$ cat config.mk
export PLATFORM = sky130hd
export DESIGN_NAME = inst_mem_loader
export DESIGN_NICKNAME = d
export VERILOG_FILES = /design/src/rtl/inst_mem_loader.sv
export SDC_FILE = /design/constraint.sdc
export NUM_CORES = 1
export LEC_CHECK = 0
export BUFFER_PORTS_ARGS = -buffer_cell sky130_fd_sc_hd__buf_2
export CAP_MARGIN = 20
export CORE_MARGIN = 4
export CORE_UTILIZATION = 45
export CTS_BUF_LIST = sky130_fd_sc_hd__clkbuf_16
export DETAILED_ROUTE_END_ITERATION = 10
export PLACE_DENSITY = 0.67
export SYNTH_ARGS = -nofsm -noshare
export SYNTH_HDL_FRONTEND = slang
export SYNTH_SLANG_ARGS = --single-unit
$ cat constraint.sdc
create_clock -name clk -period 1.9 [get_ports clk]
set_input_delay 0.38 -clock clk [delete_from_list [all_inputs] [get_ports clk]]
set_output_delay 0.38 -clock clk [all_outputs]
set_load 0.01 [all_outputs]
$ cat src/rtl/inst_mem_loader.sv
// Instruction-memory program loader: takes a framed byte stream (N, 4*N LE payload bytes, checksum),
// writes words 0..N-1 into instruction memory and releases the core only after a verified load.
module inst_mem_loader #(
  parameter int ADDR_W    = 8,
  parameter int MAX_WORDS = 128
) (
  input  logic              clk,
  input  logic              rst,
  input  logic              start,
  input  logic              s_valid,
  input  logic [7:0]        s_data,
  output logic              s_ready,
  output logic              mem_we,
  output logic [ADDR_W-1:0] mem_addr,
  output logic [31:0]       mem_wdata,
  output logic              busy,
  output logic              done,
  output logic              err,
  output logic              cpu_hold
);

  typedef enum logic [2:0] {
    S_IDLE, S_HDR, S_DATA, S_WRITE, S_CHK, S_DONE, S_ERR
  } state_t;

  localparam logic [8:0] LP_MAX = 9'(MAX_WORDS);

  state_t            r_state;
  logic [ADDR_W:0]   r_n;
  logic [ADDR_W:0]   r_word_cnt;
  logic [1:0]        r_byte_cnt;
  logic [7:0]        r_sum;
  logic [23:0]       r_word;
  logic              r_mem_we;
  logic [ADDR_W-1:0] r_mem_addr;
  logic [31:0]       r_mem_wdata;

  logic              w_accept;
  logic [ADDR_W:0]   w_word_next;

  assign s_ready     = (r_state == S_HDR) || (r_state == S_DATA) || (r_state == S_CHK);
  assign w_accept    = s_valid && s_ready;
  assign w_word_next = r_word_cnt + 1'b1;

  // Status flags are pure decodes of the state register, so they are sticky until the next start.
  assign busy      = s_ready || (r_state == S_WRITE);
  assign done      = (r_state == S_DONE);
  assign err       = (r_state == S_ERR);
  assign cpu_hold  = (r_state != S_DONE);
  assign mem_we    = r_mem_we;
  assign mem_addr  = r_mem_addr;
  assign mem_wdata = r_mem_wdata;

  always_ff @(posedge clk) begin
    if (rst) begin
      r_state     <= S_IDLE;
      r_n         <= '0;
      r_word_cnt  <= '0;
      r_byte_cnt  <= '0;
      r_sum       <= '0;
      r_word      <= '0;
      r_mem_we    <= 1'b0;
      r_mem_addr  <= '0;
      r_mem_wdata <= '0;
    end else begin
      r_mem_we <= 1'b0;
      case (r_state)
        S_IDLE, S_DONE, S_ERR: begin
          if (start) begin
            r_state    <= S_HDR;
            r_sum      <= '0;
            r_byte_cnt <= '0;
            r_word_cnt <= '0;
          end
        end
        S_HDR: begin
          if (w_accept) begin
            r_n   <= (ADDR_W+1)'(s_data);
            r_sum <= s_data;
            if ({1'b0, s_data} > LP_MAX) r_state <= S_ERR;
            else if (s_data == 8'd0)     r_state <= S_CHK;
            else                         r_state <= S_DATA;
          end
        end
        S_DATA: begin
          if (w_accept) begin
            r_sum      <= r_sum + s_data;
            r_byte_cnt <= r_byte_cnt + 2'd1;
            case (r_byte_cnt)
              2'd0: r_word[7:0]   <= s_data;
              2'd1: r_word[15:8]  <= s_data;
              2'd2: r_word[23:16] <= s_data;
              default: begin
                // Fourth byte completes the word; the write strobe is live during WRITE.
                r_mem_wdata <= {s_data, r_word};
                r_mem_addr  <= r_word_cnt[ADDR_W-1:0];
                r_mem_we    <= 1'b1;
                r_state     <= S_WRITE;
              end
            endcase
          end
        end
        S_WRITE: begin
          r_word_cnt <= w_word_next;
          r_byte_cnt <= '0;
          r_state    <= (w_word_next == r_n) ? S_CHK : S_DATA;
        end
        S_CHK: begin
          if (w_accept) r_state <= (s_data == r_sum) ? S_DONE : S_ERR;
        end
        default: r_state <= S_IDLE;
      endcase
    end
  end

endmodule

==> summary.md <==
| Metric | Value |
|---|---|
| Inserted Diodes | `0` |
| Starting Density | `46.9%` |
| Core Util, Final | `about 60%` |
| Via count | `3984` |
| Largest area contributor in the netlist | `dfxtp_1` |
| Crit end category | `register` |
| Filler instances | `roughly 880` |
| Net count reported at finish | `646` |
| Mux cell area share after synthesis | `6.01%` |
| Worst hold margin | `between 0.3 and 0.4 ns` |
| Final Cell Area | `5510 um^2` |
| Final ANT Viol Nets | `0` |
| P&R area growth vs syn | `25.4%` |
| Setup tns final | `-0.00754 ns` |
| Seq/Total Area, Yosys | `43.3%` |
| Layout cells sized above 1 | `about a quarter` |
| First-pass GRT wire length | `18700 um` |
| DRT iter0 DRCs | `208` |
| Crit-path cells | `ha_4 > o21ba_2 > a221oi_2 > a21oi_1 > nor2_1 > a311oi_1 > or3_1` |
| Setup Viol. Count Final | `1` |
| Area post-placement | `just over 5000 um^2` |
| Core area | `9370 um^2` |
| CTS root buffer | `clkbuf_16` |
| Cell Count, Final, Fillers Out | `~750` |
| TritonCTS clock tree | `built` |
| Commonest non-fill, non-tap cell in the layout | `nand2_1` |
| Syn Nets | `563` |
| FF/Latch Area | `~1900 um^2` |
| Top cells by area, synth | `dfxtp_1 (43%), nand2_1 (9.2%), a21oi_1 (8.1%)` |
| Synth Flop Type | `dfxtp_1` |
| Worst slew margin | `72.2%` |
| Htree depth | `3` |
| Violated checks | `negative setup slack` |
| Avg WL per Cell | `14.9 um` |
| Dpl ws | `-0.284 ns` |
| Worst min path class | `input pin to register` |
| Die ar. | `11400 um^2` |
| Routability cong. | `0.876` |
| Mapped cell area | `4390 um^2` |
| Post-Syn Instances | `538` |
| Ratio of final minimum period to clock period | `100%` |
| Via density per instance | `between 5 and 6` |
| Fin crit period | `1.91 ns` |
| Startpoint Class | `register` |
| IR drop worst, VDD | `0.000519 V` |
| Max Freq | `0.524 GHz` |
| Slew at the pin with the worst max-slew slack | `0.417 ns` |
| Detailed-placement wirelength estimate | `7930 um` |
| DRC | `0` |
| Outcome | `complete, but fails checks` |
| Fin. max-slew vios | `0` |
| Post-synthesis simple-gate area fraction | `a little under a quarter` |
| Data required time of the critical path | `between 2 and 2.5 ns` |
| Internal power | `4.16 mW` |
| Combinational share of power | `36.4%` |
| Pre-antenna DRT Iters | `4` |
| CTS buffer count | `9` |
| Sequential Power Share | `36.6%` |
| Clk_lat worst skew | `around 0.34 ns` |
| Syn Area/Cell | `8.16 um^2` |
| Final hold vios | `0` |
| Inst Count DP | `736` |
| Congestion Overflow GR | `0` |
| Post-Synth XOR/XNOR Area | `under 10%` |
| I/O pins | `58` |
| FF+latch count, synth | `95` |
| Largest family of logic cells by synthesized area | `simple AND/OR/NAND/NOR gates` |
| Commonest non-fill, non-tap cells in the layout | `nand2_1 (108), dfxtp_1 (86), a21oi_1 (69)` |
| TritonCTS sink count | `between 90 and 100` |
| Initial antenna violation count | `0` |
| Port bufs | `57` |
| Clk slew on worst S/H paths | `about 0.070 ns` |
| Area of the multi-input gates | `2410 um^2` |
| Adder-cell share of the synthesized area | `3.87%` |
| Cell row count | `35` |
| Pwr/cell area | `1140 nW/um^2` |
| LEAKAGE | `2.36 nW` |
| Max Fanout on Critical Path | `6` |
| Worst Path Arrival | `2.13 ns` |
| Top cell family by delay on the critical path | `compound AO/OA/AOI/OAI gates` |
| Die W | `about 110 um` |
| RSZ-0062 raised after global routing | `yes` |
| Clock network fraction of total power | `a little over a quarter` |
| Routed WL | `11200 um` |
| Tot Pwr | `6.29 mW` |
| CP Buf/Inv Count | `0` |
| Async SR Flop Fraction | `0%` |
| Largest stage delay, worst path | `0.36 ns` |
| Vias in the first global route | `3812` |
| Top cell type's share of synthesized area | `43.3%` |
| Post-synthesis cell type count | `54` |
| GRT Util Overall | `20.3%` |
| Maxcap violations | `0` |
| Number of synthesized flops with an enable pin | `0` |
| Largest net degree at the start of global routing | `59` |
| Sw Pwr | `2.13 mW` |
| Final WS setup | `-0.00754 ns` |
| Die Y | `107 um` |
| Yosys warns | `0` |
| CTS Buffer Depth | `2` |
| Slowest stage cell, crit path | `or3_1` |
| Sw frac | `33.8%` |
| Post-synthesis compound-gate area fraction | `15.6%` |
| CP Class | `register to register` |
| Worst Skew | `just under 0.009 ns` |
final cells by class:
| class | count | area share [%] |
|---|---|---|
| flip-flops and latches | 95 | 34.8 |
| repair buffers | 107 | 12.9 |
| clock inverters | 6 | 0.955 |
| clock buffers | 9 | 4.09 |
| multi-input cells | 399 | 43.7 |
| inverters | 9 | 0.614 |
| well taps | 129 | 2.93 |
routing by layer:
| metal | vias to the layer above | share of wire, % | global-route usage, % |
|---|---|---|---|
| met3 | 15 | 3.9 | 4.27 |
| met5 | - | 0 | 0 |
| met4 | 0 | 2.0 | 6.39 |
| met1 | 1890 | 44 | 25.4 |
| met2 | 76 | 50 | 35.0 |
| li1 | 2003 | - | - |
final timing paths:
| kind | from | endpoint | slack [ns] | cells after the start |
|---|---|---|---|---|
| worst max-delay path | r_word_cnt[0] | r_state[1] | -0.008 | 7 |
| worst min-delay path | s_data[1] | mem_wdata[25] | 0.33 | 3 |
| worst max register to register | r_word_cnt[0] | r_state[1] | -0.008 | 7 |
| worst min register to register | mem_addr[7] | mem_addr[7] | 0.45 | 2 |
flip-flops by register name (all words and copies together) (netlist names):
signal	cells
mem_addr	8
r_n	8
r_word_cnt	9
r_byte_cnt	2
mem_wdata	32
mem_we	1
r_state	3
r_word	24
r_sum	8
power by group through the flow:
| stage | Combinational [mW] | Clock [mW] | Sequential, mW |
|---|---|---|---|
| 2_1_floorplan | 1.40 | 0 | 2.27 |
| 3_5_place_dp | 2.14 | 0 | 2.32 |
| 4_1_cts | 2.21 | 1.73 | 2.29 |
| 5_1_grt | 2.54 | 1.82 | 2.32 |
| 3_3_place_gp | 2.11 | 0 | 2.31 |
| 6_report | 2.29 | 1.70 | 2.30 |
cell families after synthesis:
group	Yosys count
muxes	26
buffers and inverters	44
and+or+nand+nor	226
xor gates and xnor gates	18
DFF	95
AOI/OAI and AO/OA	116
adders and majority gates	13
repair_timing:
action,in CTS,in global routing
hold buffers,0,0
gates resized for setup,19,20
pin swaps,6,8
buffers inserted,1,2
endpoints found under the setup margin,6,14
worst reg2reg max path, delay by kind of cell, from the launching register on:
kind,cells,cell delay [ns]
adders and majority gates,1,0.18
AOI/OAI and AO/OA,4,0.72
DFF,1,0.34
and+or+nand+nor,2,0.56
cell usage after synthesis (all sizes together), types with 7 or more instances:
master  instances
dfxtp          95
ha             12
a21oi          71
xnor2          11
inv             9
nor3           10
nand3          13
xor2            7
nor2           54
o21ai          16
nand2         108
clkbuf         30
mux2i          23
(Power assumes the default switching activity.)
